==> src/rtl/pipeline_ctrl_pkg.sv <==
`default_nettype none
// ============================================================================
// Module      : pipeline_ctrl_pkg
// Description : Shared stall-bus, stage-index and flush-FSM definitions.
// Revision    : 1.0 - initial release
// ============================================================================
package pipeline_ctrl_pkg;

    localparam int c_STALL_W = 6;
    typedef logic [c_STALL_W-1:0] stall_bus_t;

    localparam logic c_STOP   = 1'b1;
    localparam logic c_NOSTOP = 1'b0;

    localparam int c_STG_PC  = 0;
    localparam int c_STG_IF  = 1;
    localparam int c_STG_ID  = 2;
    localparam int c_STG_EX  = 3;
    localparam int c_STG_MEM = 4;
    localparam int c_STG_WB  = 5;

    localparam int c_ST_W = 2;
    localparam logic [c_ST_W-1:0] c_ST_IDLE  = 2'd0;
    localparam logic [c_ST_W-1:0] c_ST_FLUSH = 2'd1;
    localparam logic [c_ST_W-1:0] c_ST_MASK  = 2'd2;

endpackage
`default_nettype wire

==> src/rtl/pipeline_ctrl_stall_merge.sv <==
`default_nettype none
// ============================================================================
// Module      : pipeline_ctrl_stall_merge
// Description : Merges stall requests into a thermometer stall vector.
// Revision    : 1.0 - initial release
// ============================================================================
module pipeline_ctrl_stall_merge
    import pipeline_ctrl_pkg::*;
#(
    parameter int                   STALL_W   = 6,
    parameter int                   NUM_REQ   = 3,
    parameter logic [8*NUM_REQ-1:0] REQ_STAGE = {8'd4, 8'd3, 8'd1}
) (
    input  logic [NUM_REQ-1:0] stallreq,
    output logic [STALL_W-1:0] stall
);

    logic [STALL_W-1:0] w_therm [NUM_REQ];

    // OR of thermometer codes equals the thermometer of the deepest stage.
    generate
        for (genvar k = 0; k < NUM_REQ; k++) begin : g_src
            localparam int c_RAW = int'(REQ_STAGE[8*k +: 8]);
            localparam int c_STG = (c_RAW >= STALL_W) ? STALL_W - 1 : c_RAW;
            localparam logic [STALL_W-1:0] c_THERM =
                {STALL_W{c_STOP}} >> (STALL_W - 1 - c_STG);
            assign w_therm[k] = stallreq[k] ? c_THERM : {STALL_W{c_NOSTOP}};
        end
    endgenerate

    always_comb begin
        stall = {STALL_W{c_NOSTOP}};
        for (int k = 0; k < NUM_REQ; k++) begin
            stall = stall | w_therm[k];
        end
    end

endmodule
`default_nettype wire

==> src/rtl/pipeline_ctrl.sv <==
`default_nettype none
// ============================================================================
// Module      : pipeline_ctrl
// Description : Hazard/flush controller: stall merge, flush FSM, counters.
// Revision    : 1.0 - initial release
// ============================================================================
module pipeline_ctrl
    import pipeline_ctrl_pkg::*;
#(
    parameter int                   STALL_W   = 6,
    parameter int                   NUM_REQ   = 3,
    parameter logic [8*NUM_REQ-1:0] REQ_STAGE = {8'd4, 8'd3, 8'd1},
    parameter int                   TIMEOUT   = 1024,
    parameter int                   CNT_W     = 32
) (
    input  logic               clk,
    input  logic               rst,
    input  logic [NUM_REQ-1:0] stallreq,
    input  logic               excp_valid,
    input  logic [31:0]        excp_pc,
    output logic [STALL_W-1:0] stall,
    output logic               flush,
    output logic [31:0]        new_pc,
    output logic [CNT_W-1:0]   stall_cnt,
    output logic               stall_timeout
);

    localparam int c_WD_W = $clog2(TIMEOUT + 1);
    localparam logic [c_WD_W-1:0] c_TIMEOUT = c_WD_W'(TIMEOUT);

    logic [c_ST_W-1:0]  r_state;
    logic [c_ST_W-1:0]  w_state_nxt;
    logic [31:0]        r_new_pc;
    logic [STALL_W-1:0] w_merged;
    logic [STALL_W-1:0] w_stall;
    logic               w_flush;
    logic [CNT_W-1:0]   r_cnt;
    logic [c_WD_W-1:0]  r_wd;
    logic [c_WD_W-1:0]  w_wd_nxt;
    logic               r_timeout;

    pipeline_ctrl_stall_merge #(
        .STALL_W   (STALL_W),
        .NUM_REQ   (NUM_REQ),
        .REQ_STAGE (REQ_STAGE)
    ) u_merge (
        .stallreq (stallreq),
        .stall    (w_merged)
    );

    always_ff @(posedge clk) begin
        if (rst) begin
            r_state  <= c_ST_IDLE;
            r_new_pc <= '0;
        end else begin
            r_state <= w_state_nxt;
            if (r_state == c_ST_IDLE && excp_valid) begin
                r_new_pc <= excp_pc;
            end
        end
    end

    // Exceptions seen in FLUSH/MASK come from wrong-path instructions.
    always_comb begin
        w_state_nxt = r_state;
        case (r_state)
            c_ST_IDLE:  if (excp_valid) w_state_nxt = c_ST_FLUSH;
            c_ST_FLUSH: w_state_nxt = c_ST_MASK;
            c_ST_MASK:  w_state_nxt = c_ST_IDLE;
            default:    w_state_nxt = c_ST_IDLE;
        endcase
    end

    always_comb begin
        w_flush = (r_state == c_ST_FLUSH);
        w_stall = (rst || w_flush) ? {STALL_W{c_NOSTOP}} : w_merged;
    end

    always_comb begin
        w_wd_nxt = r_wd;
        if (w_stall == '0 || w_flush) begin
            w_wd_nxt = '0;
        end else if (r_wd != c_TIMEOUT) begin
            w_wd_nxt = r_wd + c_WD_W'(1);
        end
    end

    always_ff @(posedge clk) begin
        if (rst) begin
            r_cnt     <= '0;
            r_wd      <= '0;
            r_timeout <= 1'b0;
        end else begin
            if (w_stall != '0 && r_cnt != {CNT_W{1'b1}}) begin
                r_cnt <= r_cnt + CNT_W'(1);
            end
            r_wd      <= w_wd_nxt;
            r_timeout <= r_timeout | (w_wd_nxt == c_TIMEOUT);
        end
    end

    assign stall         = w_stall;
    assign flush         = w_flush;
    assign new_pc        = r_new_pc;
    assign stall_cnt     = r_cnt;
    assign stall_timeout = r_timeout;

endmodule
`default_nettype wire

==> config.mk <==
export PLATFORM = sky130hd
export DESIGN_NAME = pipeline_ctrl
export DESIGN_NICKNAME = d
export VERILOG_FILES = /design/src/rtl/pipeline_ctrl_pkg.sv /design/src/rtl/pipeline_ctrl_stall_merge.sv /design/src/rtl/pipeline_ctrl.sv
export SDC_FILE = /design/constraint.sdc
export NUM_CORES = 1
export LEC_CHECK = 0
export CAP_MARGIN = 20
export CORE_ASPECT_RATIO = 1.2
export CORE_UTILIZATION = 47
export CTS_BUF_LIST = sky130_fd_sc_hd__clkbuf_16
export CTS_CLUSTER_SIZE = 20
export DETAILED_ROUTE_END_ITERATION = 8
export MAX_ROUTING_LAYER = met4
export PLACE_DENSITY = 0.82
export SLEW_MARGIN = 20
export SYNTH_ARGS = -nofsm -noshare
export SYNTH_HDL_FRONTEND = slang
export SYNTH_SLANG_ARGS = --single-unit
==> constraint.sdc <==
create_clock -name clk -period 1.9 [get_ports clk]
set_input_delay 0.38 -clock clk [delete_from_list [all_inputs] [get_ports clk]]
set_output_delay 0.38 -clock clk [all_outputs]
set_load 0.005 [all_outputs]
==> results.sh <==
export IMPL_rsz0062_at_grt="yes"
export IMPL_grt_pass1_vias=3705
export IMPL_netlist_area_leader_share_pct=44.0
export IMPL_coreArea_mm2=0.00727
export IMPL_dpl_worst_slack_ns=-0.489
export IMPL_ys_types=49
export IMPL_worst_slack_ns=0.00713
export IMPL_final_common_cell="clkdlybuf4s50_1"
export IMPL_drc=0
export IMPL_critPathCaptureType="flip-flop"
export IMPL_finalSetupTns_ns=0
export IMPL_syn_area_per_cell_um2=8.30
export IMPL_final_cell_mix="clkdlybuf4s50_1, nand2_1, dfxtp_1"
export IMPL_max_slew_margin_pct=54.9
export IMPL_fin_skew_ns=0.00581
export IMPL_track_usage_pct=28.7
export IMPL_die_h_um=97.2
export IMPL_crit_path_max_incr_delay_ns=0.42
export IMPL_synth_area_leaders="dfxtp_1, nand2_1, a21oi_1"
export IMPL_globalRoute_totalOverflow=0
export IMPL_powerDensity_mw_per_mm2=679
export IMPL_seq_area_frac_synth_pct=44.0
export IMPL_maxCapViolCount=0
export IMPL_dieArea_mm2=0.00791
export IMPL_num_io_pins=110
export IMPL_yosysWarnings=0
export IMPL_status="finished, final reports clean"
export IMPL_min_period_over_period_pct=99.6
export IMPL_power_leakage_nw=2.08
export IMPL_crit_chain="buf_4 -> nand4_1 -> or3_4 -> o211ai_4 -> buf_6 -> buf_4 -> o21ai_0 -> a21oi_1"
export IMPL_ys_async_sr_fraction_pct=0
export IMPL_ctsHoldBuffers=0
export IMPL_path_clk_slew_ns=0.06
export IMPL_port_buffers=108
export IMPL_crit_slowest_cell="or3_4"
export IMPL_clk_latency_ns=0.34
export IMPL_cts_buffers=9
export IMPL_antenna_found_initial=0
export IMPL_crit_fanout=8
export IMPL_setup_viol=0
export IMPL_vias=3861
export IMPL_htree_num_levels=3
export IMPL_hold_viol=0
export IMPL_required_ns=2.16
export IMPL_hold_slack_ns=0.452
export IMPL_synthToLayoutAreaGrowth_pct=57.1
export IMPL_synth_edf_count=0
export IMPL_clockBufferDepth=2
export IMPL_dp_hpwl_um=7490
export IMPL_ant_nets=0
export IMPL_yosys_register_bits=78
export IMPL_slew_viol_final=0
export IMPL_ys_flop_type="dfxtp_1"
export IMPL_fin_util_pct=76.7
export IMPL_crit_type="flip-flop to flip-flop"
export IMPL_wl_um=10800
export IMPL_place_gp_congestion=0.872
export IMPL_ir_worst_vdd_uv=524
export IMPL_num_rows=34
export IMPL_grt_pass1_wl_um=17200
export IMPL_drive_gt1_share_pct=20.6
export IMPL_dr_pass1_iters=4
export IMPL_synth_cells=428
export IMPL_wl_per_cell_um=15.6
export IMPL_multi_input_area_mm2=0.00191
export IMPL_syn_num_nets=469
export IMPL_start_util_pct=48.8
export IMPL_n_fill_cell=515
export IMPL_n_antenna_cell=0
export IMPL_root_buffer="clkbuf_16"
export IMPL_critPathArrivalTime_ns=2.16
export IMPL_fin_crit_ns=1.89
export IMPL_fmax_ghz=0.528
export IMPL_dieWidth_um=81.4
export IMPL_worstMarginPinSlew_ns=0.672
export IMPL_cp_start_kind="flip-flop"
export IMPL_yosysTopAreaCell="dfxtp_1"
export IMPL_grt_max_degree=46
export IMPL_regArea_mm2=0.00157
export IMPL_hold_path_class="flip-flop to flip-flop"
export IMPL_nNetsFinal=642
export IMPL_crit_top_cell="buf_4"
export IMPL_viasPerCell=5.55
export IMPL_cts_num_sinks=78
export IMPL_cts_tree="yes"
export IMPL_syn_area_mm2=0.00355
export IMPL_drt_initial_drc_count=228
report_power, final:
| group | internal, mW | switching, mW | leakage [nW] |
|---|---|---|---|
| Clock | 0.903 | 0.728 | 0.137 |
| Combinational | 0.244 | 0.197 | 1.31 |
| Sequential | 1.69 | 0.0327 | 0.636 |
repair_timing:
| action | CTS | global route |
|---|---|---|
| gates resized for setup | 19 | 15 |
| pin swaps | 4 | 6 |
| cloned | 1 | 0 |
| setup buffers | 3 | 2 |
| setup endpoints to repair | 28 | 21 |
critical path: cells and delay by family (launching register included):
kind	cells	cell delay [ns]
compound gates	3	0.52
flops	1	0.34
buf+inv	3	0.40
simple gates	2	0.55
synthesized netlist by cell type (6+ instances only):
library cell and instances:
a21oi_1 57, nand2_1 79, o21ai_0 8, nor2_1 25
nand3_1 19, inv_1 11, clkbuf_1 14, dfxtp_1 78
or3_1 15, or4_1 11, nand4_1 8, o31ai_1 14
xnor2_1 11, and4_1 6
sequential cells by signal (all words and copies together) (netlist names):
register and count:
new_pc 32, stall_cnt 32, r_wd 11, r_state 2, stall_timeout 1
routing by layer:
metal / vias up / track usage (%) / part of all wire [%]
met1: 1839 / 32.1 / 39
met2: 124 / 47.8 / 53
met5: - / - / 0
met4: 0 / 13.6 / 3.4
met3: 30 / 5.45 / 4.7
li1: 1868 / - / -
cell type report:
cell class | instances | share of cell area, %
clock buffer | 9 | 4.03
clock inverter | 7 | 1.01
inverter | 12 | 1.03
multi-input combinational | 315 | 34.1
sequential | 78 | 28.0
tap | 90 | 2.02
timing repair buffer | 185 | 29.7
logic make-up (layout without fill, tap and decap cells):
logic type      count (synthesis)  count (layout)  share of synthesized area [%]
xor+xnor                       14              14                           3.45
simple gates                  196             196                           29.1
other cells                     1               1                          0.106
flops                          78              78                           44.0
mux                             2               2                          0.599
fa+ha+maj                       3               3                           1.06
buf+inv                        36             213                           5.11
compound gates                 98              99                           16.6
per-stage QoR:
stage | total power, mW | cells | instance area, um^2
floorplan | 1.94 | 428 | 3550
detailed placement | 2.19 | 674 | 5170
CTS | 3.81 | 694 | 5510
global placement | 2.18 | 674 | 5170
finish | 3.79 | 696 | 5580
global route | 3.93 | 696 | 5580
final timing paths:
path,slack [ns],startpoint,end,depth (start not counted)
worst min register to register,0.45,new_pc[30],new_pc[30],2
worst max register to register,0.007,stall_cnt[27],stall_cnt[16],8
worst max-delay path,0.007,stall_cnt[27],stall_cnt[16],8
worst min-delay path,0.45,new_pc[30],new_pc[30],2
No activity file was read; power rests on OpenSTA's default activity.
